===== config.mk =====
export PLATFORM = sky130hd
export DESIGN_NAME = membus_arbiter_flat
export DESIGN_NICKNAME = d
export VERILOG_FILES = /design/src/rtl/membus_arbiter_if.sv /design/src/rtl/membus_arbiter.sv /design/src/flat_wrapper.sv
export SDC_FILE = /design/constraint.sdc
export NUM_CORES = 1
export LEC_CHECK = 0
export ABC_AREA = 1
export BUFFER_PORTS_ARGS = -buffer_cell sky130_fd_sc_hd__clkbuf_2
export CAP_MARGIN = 10
export CELL_PAD_IN_SITES_DETAIL_PLACEMENT = 1
export CELL_PAD_IN_SITES_GLOBAL_PLACEMENT = 1
export CORE_AREA = 5 5 199 201
export CTS_BUF_LIST = sky130_fd_sc_hd__clkbuf_8
export DETAILED_ROUTE_END_ITERATION = 10
export DIE_AREA = 0 0 204 206
export PLACE_DENSITY = 0.61
export SETUP_SLACK_MARGIN = 0.4
export SYNTH_ARGS = -nofsm -noshare
export SYNTH_HDL_FRONTEND = slang
export SYNTH_SLANG_ARGS = --single-unit

===== constraint.sdc =====
create_clock -name clk -period 5.75 [get_ports clk]
set_clock_uncertainty 0.1 [all_clocks]
set_input_delay 1.15 -clock clk [delete_from_list [all_inputs] [get_ports clk]]
set_output_delay 1.15 -clock clk [all_outputs]
set_load 0.005 [all_outputs]

===== src/rtl/membus_arbiter_if.sv =====
`default_nettype none
// ============================================================================
// Membus : request/response memory bus between requesters and a memory slave
// Revision: 1.0
// ============================================================================
interface Membus #(
  parameter int XLEN = 32
);
  logic            valid;
  logic            ready;
  logic [XLEN-1:0] addr;
  logic            wen;
  logic [63:0]     wdata;
  logic [7:0]      wmask;
  logic            rvalid;
  logic [63:0]     rdata;

  modport master (
    output valid, addr, wen, wdata, wmask,
    input  ready, rvalid, rdata
  );

  modport slave (
    input  valid, addr, wen, wdata, wmask,
    output ready, rvalid, rdata
  );
endinterface
`default_nettype wire


===== src/rtl/membus_arbiter.sv =====
`default_nettype none
// ============================================================================
// membus_arbiter : fetch/data arbiter onto one memory bus, one outstanding txn
// Revision: 1.0
// ============================================================================
module membus_arbiter #(
  parameter int unsigned STREAK_MAX = 3
) (
  input  logic  clk,
  input  logic  rst,
  Membus.slave  i_membus,
  Membus.slave  d_membus,
  Membus.master membus
);

  localparam logic [1:0] STREAK_CAP = 2'(STREAK_MAX);

  typedef enum logic [1:0] {
    IDLE   = 2'd0,
    WAIT_I = 2'd1,
    WAIT_D = 2'd2
  } state_e;

  state_e     state_q, state_d;
  logic [1:0] streak_q, streak_d;

  logic issue_ok;
  logic gnt_d;
  logic gnt_i;
  logic handshake;

  // A returning response frees the bus in the same cycle, allowing back-to-back issue.
  assign issue_ok  = (state_q == IDLE) || membus.rvalid;
  assign gnt_d     = d_membus.valid && !(i_membus.valid && (streak_q == STREAK_CAP));
  assign gnt_i     = !gnt_d && i_membus.valid;
  assign handshake = membus.valid && membus.ready;

  assign membus.valid = issue_ok && (gnt_d || gnt_i);
  assign membus.addr  = gnt_i ? i_membus.addr  : d_membus.addr;
  assign membus.wen   = gnt_i ? i_membus.wen   : d_membus.wen;
  assign membus.wdata = gnt_i ? i_membus.wdata : d_membus.wdata;
  assign membus.wmask = gnt_i ? i_membus.wmask : d_membus.wmask;

  assign i_membus.ready = gnt_i && issue_ok && membus.ready;
  assign d_membus.ready = gnt_d && issue_ok && membus.ready;

  // Responses route by the current owner, even when a new request issues alongside.
  assign i_membus.rvalid = membus.rvalid && (state_q == WAIT_I);
  assign d_membus.rvalid = membus.rvalid && (state_q == WAIT_D);
  assign i_membus.rdata  = membus.rdata;
  assign d_membus.rdata  = membus.rdata;

  always_comb begin
    state_d  = state_q;
    streak_d = streak_q;
    if (handshake) begin
      if (gnt_d) begin
        state_d = WAIT_D;
        if (i_membus.valid) begin
          streak_d = (streak_q == STREAK_CAP) ? streak_q : streak_q + 2'd1;
        end else begin
          streak_d = 2'd0;
        end
      end else begin
        state_d  = WAIT_I;
        streak_d = 2'd0;
      end
    end else if (membus.rvalid && (state_q != IDLE)) begin
      state_d = IDLE;
    end
  end

  always_ff @(posedge clk or negedge rst) begin
    if (!rst) begin
      state_q  <= IDLE;
      streak_q <= 2'd0;
    end else begin
      state_q  <= state_d;
      streak_q <= streak_d;
    end
  end

endmodule
`default_nettype wire


===== src/flat_wrapper.sv =====
// flat-port wrapper written by rule: the top's interface ports become plain ports
module membus_arbiter_flat 
#(
  parameter int unsigned STREAK_MAX = 3
)
  (clk, rst, i_membus_valid, i_membus_addr, i_membus_wen, i_membus_wdata, i_membus_wmask, i_membus_ready, i_membus_rvalid, i_membus_rdata, d_membus_valid, d_membus_addr, d_membus_wen, d_membus_wdata, d_membus_wmask, d_membus_ready, d_membus_rvalid, d_membus_rdata, membus_valid, membus_addr, membus_wen, membus_wdata, membus_wmask, membus_ready, membus_rvalid, membus_rdata);
  Membus #(.XLEN(32)) i_membus_i ();
  Membus #(.XLEN(32)) d_membus_i ();
  Membus #(.XLEN(32)) membus_i ();
  input  logic clk;
  input  logic rst;
  input wire logic [$bits(i_membus_i.valid)-1:0] i_membus_valid;
  input wire logic [$bits(i_membus_i.addr)-1:0] i_membus_addr;
  input wire logic [$bits(i_membus_i.wen)-1:0] i_membus_wen;
  input wire logic [$bits(i_membus_i.wdata)-1:0] i_membus_wdata;
  input wire logic [$bits(i_membus_i.wmask)-1:0] i_membus_wmask;
  output wire logic [$bits(i_membus_i.ready)-1:0] i_membus_ready;
  output wire logic [$bits(i_membus_i.rvalid)-1:0] i_membus_rvalid;
  output wire logic [$bits(i_membus_i.rdata)-1:0] i_membus_rdata;
  input wire logic [$bits(d_membus_i.valid)-1:0] d_membus_valid;
  input wire logic [$bits(d_membus_i.addr)-1:0] d_membus_addr;
  input wire logic [$bits(d_membus_i.wen)-1:0] d_membus_wen;
  input wire logic [$bits(d_membus_i.wdata)-1:0] d_membus_wdata;
  input wire logic [$bits(d_membus_i.wmask)-1:0] d_membus_wmask;
  output wire logic [$bits(d_membus_i.ready)-1:0] d_membus_ready;
  output wire logic [$bits(d_membus_i.rvalid)-1:0] d_membus_rvalid;
  output wire logic [$bits(d_membus_i.rdata)-1:0] d_membus_rdata;
  output wire logic [$bits(membus_i.valid)-1:0] membus_valid;
  output wire logic [$bits(membus_i.addr)-1:0] membus_addr;
  output wire logic [$bits(membus_i.wen)-1:0] membus_wen;
  output wire logic [$bits(membus_i.wdata)-1:0] membus_wdata;
  output wire logic [$bits(membus_i.wmask)-1:0] membus_wmask;
  input wire logic [$bits(membus_i.ready)-1:0] membus_ready;
  input wire logic [$bits(membus_i.rvalid)-1:0] membus_rvalid;
  input wire logic [$bits(membus_i.rdata)-1:0] membus_rdata;
  assign i_membus_i.valid = i_membus_valid;
  assign i_membus_i.addr = i_membus_addr;
  assign i_membus_i.wen = i_membus_wen;
  assign i_membus_i.wdata = i_membus_wdata;
  assign i_membus_i.wmask = i_membus_wmask;
  assign i_membus_ready = i_membus_i.ready;
  assign i_membus_rvalid = i_membus_i.rvalid;
  assign i_membus_rdata = i_membus_i.rdata;
  assign d_membus_i.valid = d_membus_valid;
  assign d_membus_i.addr = d_membus_addr;
  assign d_membus_i.wen = d_membus_wen;
  assign d_membus_i.wdata = d_membus_wdata;
  assign d_membus_i.wmask = d_membus_wmask;
  assign d_membus_ready = d_membus_i.ready;
  assign d_membus_rvalid = d_membus_i.rvalid;
  assign d_membus_rdata = d_membus_i.rdata;
  assign membus_valid = membus_i.valid;
  assign membus_addr = membus_i.addr;
  assign membus_wen = membus_i.wen;
  assign membus_wdata = membus_i.wdata;
  assign membus_wmask = membus_i.wmask;
  assign membus_i.ready = membus_ready;
  assign membus_i.rvalid = membus_rvalid;
  assign membus_i.rdata = membus_rdata;
  membus_arbiter #(.STREAK_MAX(STREAK_MAX)) u_core (.clk(clk), .rst(rst), .i_membus(i_membus_i), .d_membus(d_membus_i), .membus(membus_i));
endmodule

# [After elaboration in Yosys (flattened, before gate mapping)]
# Index checks and enable logic that the tools add are counted.
[op_classes] addsub=1 reduce_logical=20 mux=10 eq_ne=4
[ops] cell="$mux 64" n=1
[ops] cell="$mux 32" n=1
[ops] cell="$logic_and 1x1->1" n=12
[ops] cell="$mux 2" n=6
[ops] cell="$mux 8" n=1
[ops] cell="$eq 2x2->1 const B" n=2
[ops] cell="$reduce_bool 2->1" n=2
[ops] cell="$ne 3x3->1 const B" n=1
[ops] cell="$add 2x1->2 const B" n=1
[ops] cell="$eq 2x1->1 const B" n=1
[ops] cell="$logic_not 1->1" n=2
[ops] cell="$logic_not 2->1" n=1
[ops] cell="$logic_or 1x1->1" n=2
[ops] cell="$reduce_and 2->1" n=1
[ops] cell="$mux 1" n=1
[totals] word_cells=37 inputBits=280 regBits=4 out_inout_bits=238

# [Logic depth before layout (Yosys ltp)]
[logic_depth] ltp_word=10 ltp_mapped=8 depth_no_buf=6

# [Worst setup path after synthesis]
# No wires, ideal clock.
[synth_path] path_kind="input -> output" startpoint="input port d_membus_valid" endpoint="output port membus_addr[0]" arrival_time_ns=1.957 stages=8 required_time_ns=4.500 path_slack_ns=2.543 n_path_buf=2 path_cell_list="inv_1 -> a21oi_2 -> nor2_4 -> inv_2 -> buf_4 -> buf_2 -> nand2_1 -> nand2_1"
[synth_between] elab_chain_cells=4
[synth_rtl] item="from (decl)" line="flat_wrapper.sv:20" rtl="input wire logic [$bits(d_membus_i.valid)-1:0] d_membus_valid;"
[synth_rtl] item="$logic_and 1x1->1" line="membus_arbiter.sv:34" rtl="assign gnt_d = d_membus.valid && !(i_membus.valid && (streak_q == STREAK_CAP));"
[synth_rtl] item="$logic_not 1->1" line="membus_arbiter.sv:35" rtl="assign gnt_i = !gnt_d && i_membus.valid;"
[synth_rtl] item="$logic_and 1x1->1" line="membus_arbiter.sv:35"
[synth_rtl] item="$mux 32" line="membus_arbiter.sv:39" rtl="assign membus.addr = gnt_i ? i_membus.addr : d_membus.addr;"
[synth_rtl] item="to (decl)" line="flat_wrapper.sv:29" rtl="output wire logic [$bits(membus_i.addr)-1:0] membus_addr;"
# No other way between the ends.

# [Worst setup path in the final report]
[layout_path] startpoint="input port d_membus_valid" endpoint="output port membus_wdata[37]"
[layout_between] elab_chain_cells=4
[layout_rtl] item="$logic_and 1x1->1" line="membus_arbiter.sv:34"
[layout_rtl] item="$logic_not 1->1" line="membus_arbiter.sv:35"
[layout_rtl] item="$logic_and 1x1->1" line="membus_arbiter.sv:35"
[layout_rtl] item="$mux 64" line="membus_arbiter.sv:41" rtl="assign membus.wdata = gnt_i ? i_membus.wdata : d_membus.wdata;"
[layout_rtl] item="to (decl)" line="flat_wrapper.sv:31" rtl="output wire logic [$bits(membus_i.wdata)-1:0] membus_wdata;"
# No other way between the ends.

==> summary.md <==
| Metric | Value |
|---|---|
| Status | `complete, no violations` |
| Post-Synthesis Cells | `approximately 500` |
| Worst setup path class | `in2out` |
| CTS tree | `built` |
| Routed WL | `14200 um` |
| Worst path depth | `9` |
| DIE WIDTH | `204 um` |
| Worst-path cell chain | `clkbuf_2 -> inv_1 -> a21oi_2 -> nor2_4 -> buf_4 -> buf_4 -> nand2_1 -> nand2_1 -> clkbuf_2` |
| Sequential area share after synthesis | `3.97%` |
| Delay-heaviest family, CP | `buffers and inverters` |
| Register share of total power | `10.6%` |
| Leak pwr | `2.47 nW` |
| # DRC | `0` |
| Max Fclk | `~240 MHz` |
| CP Launch Type | `input port` |
| P per Cell Area | `93.7 nW/um^2` |
| Worst path required time | `about 4.5 ns` |
| Boundary pin count | `518` |
| FF-to-FF path depth | `7` |
| Post-synthesis cell area | `2520 um^2` |
| Crit Reg-Reg Startpoint | `u_core.streak_q[0]` |
| Psw | `0.153 mW` |
| CTS resizes | `0` |
| Least-Margin Pin Slew | `a little under 0.7 ns` |
| Peak VDD IR | `~0.000032 V` |
| CP Buf/Inv Count | `5` |
| Fin. max-slew vios | `0` |
| Synth Warn # | `0` |
| CP endpoint kind | `primary output` |
| Port Buf Inserts | `325` |
| Reg2Reg Capture Point | `u_core.state_q[0]` |
| Total CTS buffers | `3` |
| Largest net degree at the start of global routing | `59` |
| DP HPWL | `12900 um` |
| Final antenna-violating net count | `0` |
| Initial antenna violation count | `0` |
| Synth Register Bits | `4` |
| Clock buffer depth | `2` |
| Clk slew on worst S/H paths | `approximately 0.03 ns` |
| CTS root buf | `clkbuf_8` |
| Layout Nets | `968` |
| P_int | `0.202 mW` |
| RSZ-0062 raised after global routing | `false` |
| Max_cap viols | `0` |
| GPL Wtd Cong | `between 0.7 and 0.8` |
| Crit path to | `membus_wdata[37]` |
| Setup crit start | `d_membus_valid` |
| Wirelength per Cell | `about 12 um` |
| Setup TNS | `0 ns` |
| Vias in the first global route | `3748` |
| Drt initial violations | `173` |
| Sw Share | `43.1%` |
| Worst skew pair latency | `0.22 ns` |
| Initial core utilization | `6.75%` |
| Post-CTS Setup Inserts | `0` |
| # setup viols final | `0` |
| Antenna diodes | `0` |
| Via Count | `about 3600` |
| Post-placement setup slack | `roughly 1.5 ns` |
| Grt total ovfl | `0` |
| H-Tree Depth | `1` |
| Combinational power share | `72.9%` |
| Vias per cell | `2.97` |
| Max stage delay cell, worst path | `buf_4` |
| Area growth from synthesis to layout | `50.2%` |
| Tmin final | `4.24 ns` |
| Drt first pass iters | `4` |
| CTS Hold Bufs | `0` |
| FP Rows | `71` |
| R2R Setup Slk | `about 3.4 ns` |
| Die area | `roughly 42000 um^2` |
| Worst rel slew slack | `53.8%` |
| Total clock sinks | `4` |
| Largest stage delay, worst path | `0.57 ns` |
| Worst Hold Class | `reg2reg` |
| Mean Syn Cell Area | `5.01 um^2` |
| Total GRT Usage | `5.96%` |
| Clock power frac | `16.5%` |
| Ratio of final minimum period to clock period | `73.7%` |
| Die Y | `just over 200 um` |
| Final hold vios | `0` |
| First-pass GRT wire length | `20100 um` |
| Core box area | `roughly 37000 um^2` |
| Worst setup margin | `1.51 ns` |
| Syn_nets | `785` |
| Count of different cell masters after synthesis | `16` |
| Share of layout cells above drive strength 1 | `48.9%` |
| Critical path data arrival time | `between 2 and 3 ns` |
| Crit-path max FO | `58` |
per-layer routing:
metal	up-vias	global-route usage (%)	share of wire, %
met5	-	0	0
met4	0	1.68	2.4
met3	26	3.70	17
met2	319	10.3	46
met1	1485	5.99	34
li1	1727	-	-
worst register-to-register path, cell delays in order (launching register included):
cell and delay, ns:
dfrtp_1 0.38, ha_1 0.21, a21oi_2 0.10, nor2_4 0.10
buf_4 0.42, buf_4 0.61, nand2_1 0.24, nand2_1 0.12
power by group through the flow:
stage	combinational (mW)	sequential, mW	clock, mW
after floorplan	0.171	0.0364	0
after global placement	0.262	0.0375	0
after detailed placement	0.266	0.0377	0
after CTS	0.267	0.0377	0.0612
after global routing	0.295	0.0386	0.0640
final	0.259	0.0376	0.0585
synthesized netlist by cell type:
cell      instances  area [um^2]
ha_1              1         12.5
nor2_1            4         15.0
dfrtp_1           4          100
nand3_1           3         15.0
nand2_1         325         1220
a21oi_1           1         5.00
o21ai_0           4         20.0
clkbuf_1          5         18.8
inv_2             2         7.51
buf_4           133          998
a21oi_2           1         8.76
nand4_1           1         6.26
buf_1             1         3.75
buf_2            11         55.1
nor2_4            1         11.3
inv_1             7         26.3
how the worst min path moves through the flow:
| stage | from | to | cells past startpoint |
|---|---|---|---|
| after floorplan | u_core.streak_q[1] | u_core.streak_q[1] | 2 |
| after global placement | u_core.streak_q[1] | u_core.streak_q[1] | 2 |
| after detailed placement | u_core.streak_q[1] | u_core.streak_q[1] | 2 |
| after CTS | u_core.streak_q[1] | u_core.streak_q[1] | 2 |
| after global routing | u_core.streak_q[1] | u_core.streak_q[1] | 2 |
| final | u_core.streak_q[1] | u_core.streak_q[1] | 2 |
layout make-up:
| cell class | count | area, um^2 |
|---|---|---|
| sequential | 4 | 100 |
| tap | 511 | 639 |
| timing repair buffer | 328 | 1660 |
| clock buffer | 3 | 41.3 |
| inverter | 9 | 35.0 |
| multi-input combinational | 341 | 1310 |
| fill | 4762 | 33600 |
stage by stage:
stage	total power, mW	util [%]	cells	cell area [um^2]	hold WS, ns
floorplan	0.207	-	504	2520	0.357
global placement	0.300	10.0	1193	3750	0.387
detailed placement	0.304	10.0	1193	3750	0.410
CTS	0.366	10.1	1196	3790	0.418
global route	0.398	10.1	1196	3790	0.442
finish	0.355	10.1	1196	3790	0.419
registers in the layout, summed over array words and instances (netlist names):
name,flops
u_core.state_q,2
u_core.streak_q,2
layout by cell type (no fill, tap or decap), drive strengths merged:
master	Yosys	layout
clkbuf	5	328
inv	9	8
nand4	1	1
nor2	5	5
o21ai	4	4
a21oi	2	2
dfrtp	4	4
nand2	325	325
nand3	3	3
ha	1	1
clkinv	0	1
buf	145	3
logic make-up (layout without fill, tap and decap cells):
group	count (synthesis)	count (layout)	synth area share (%)
compound gates	6	6	1.34
fa+ha+maj	1	1	0.496
buf+inv	159	340	44.0
flops	4	4	3.97
simple gates	334	334	50.2
(Power assumes the default switching activity.)
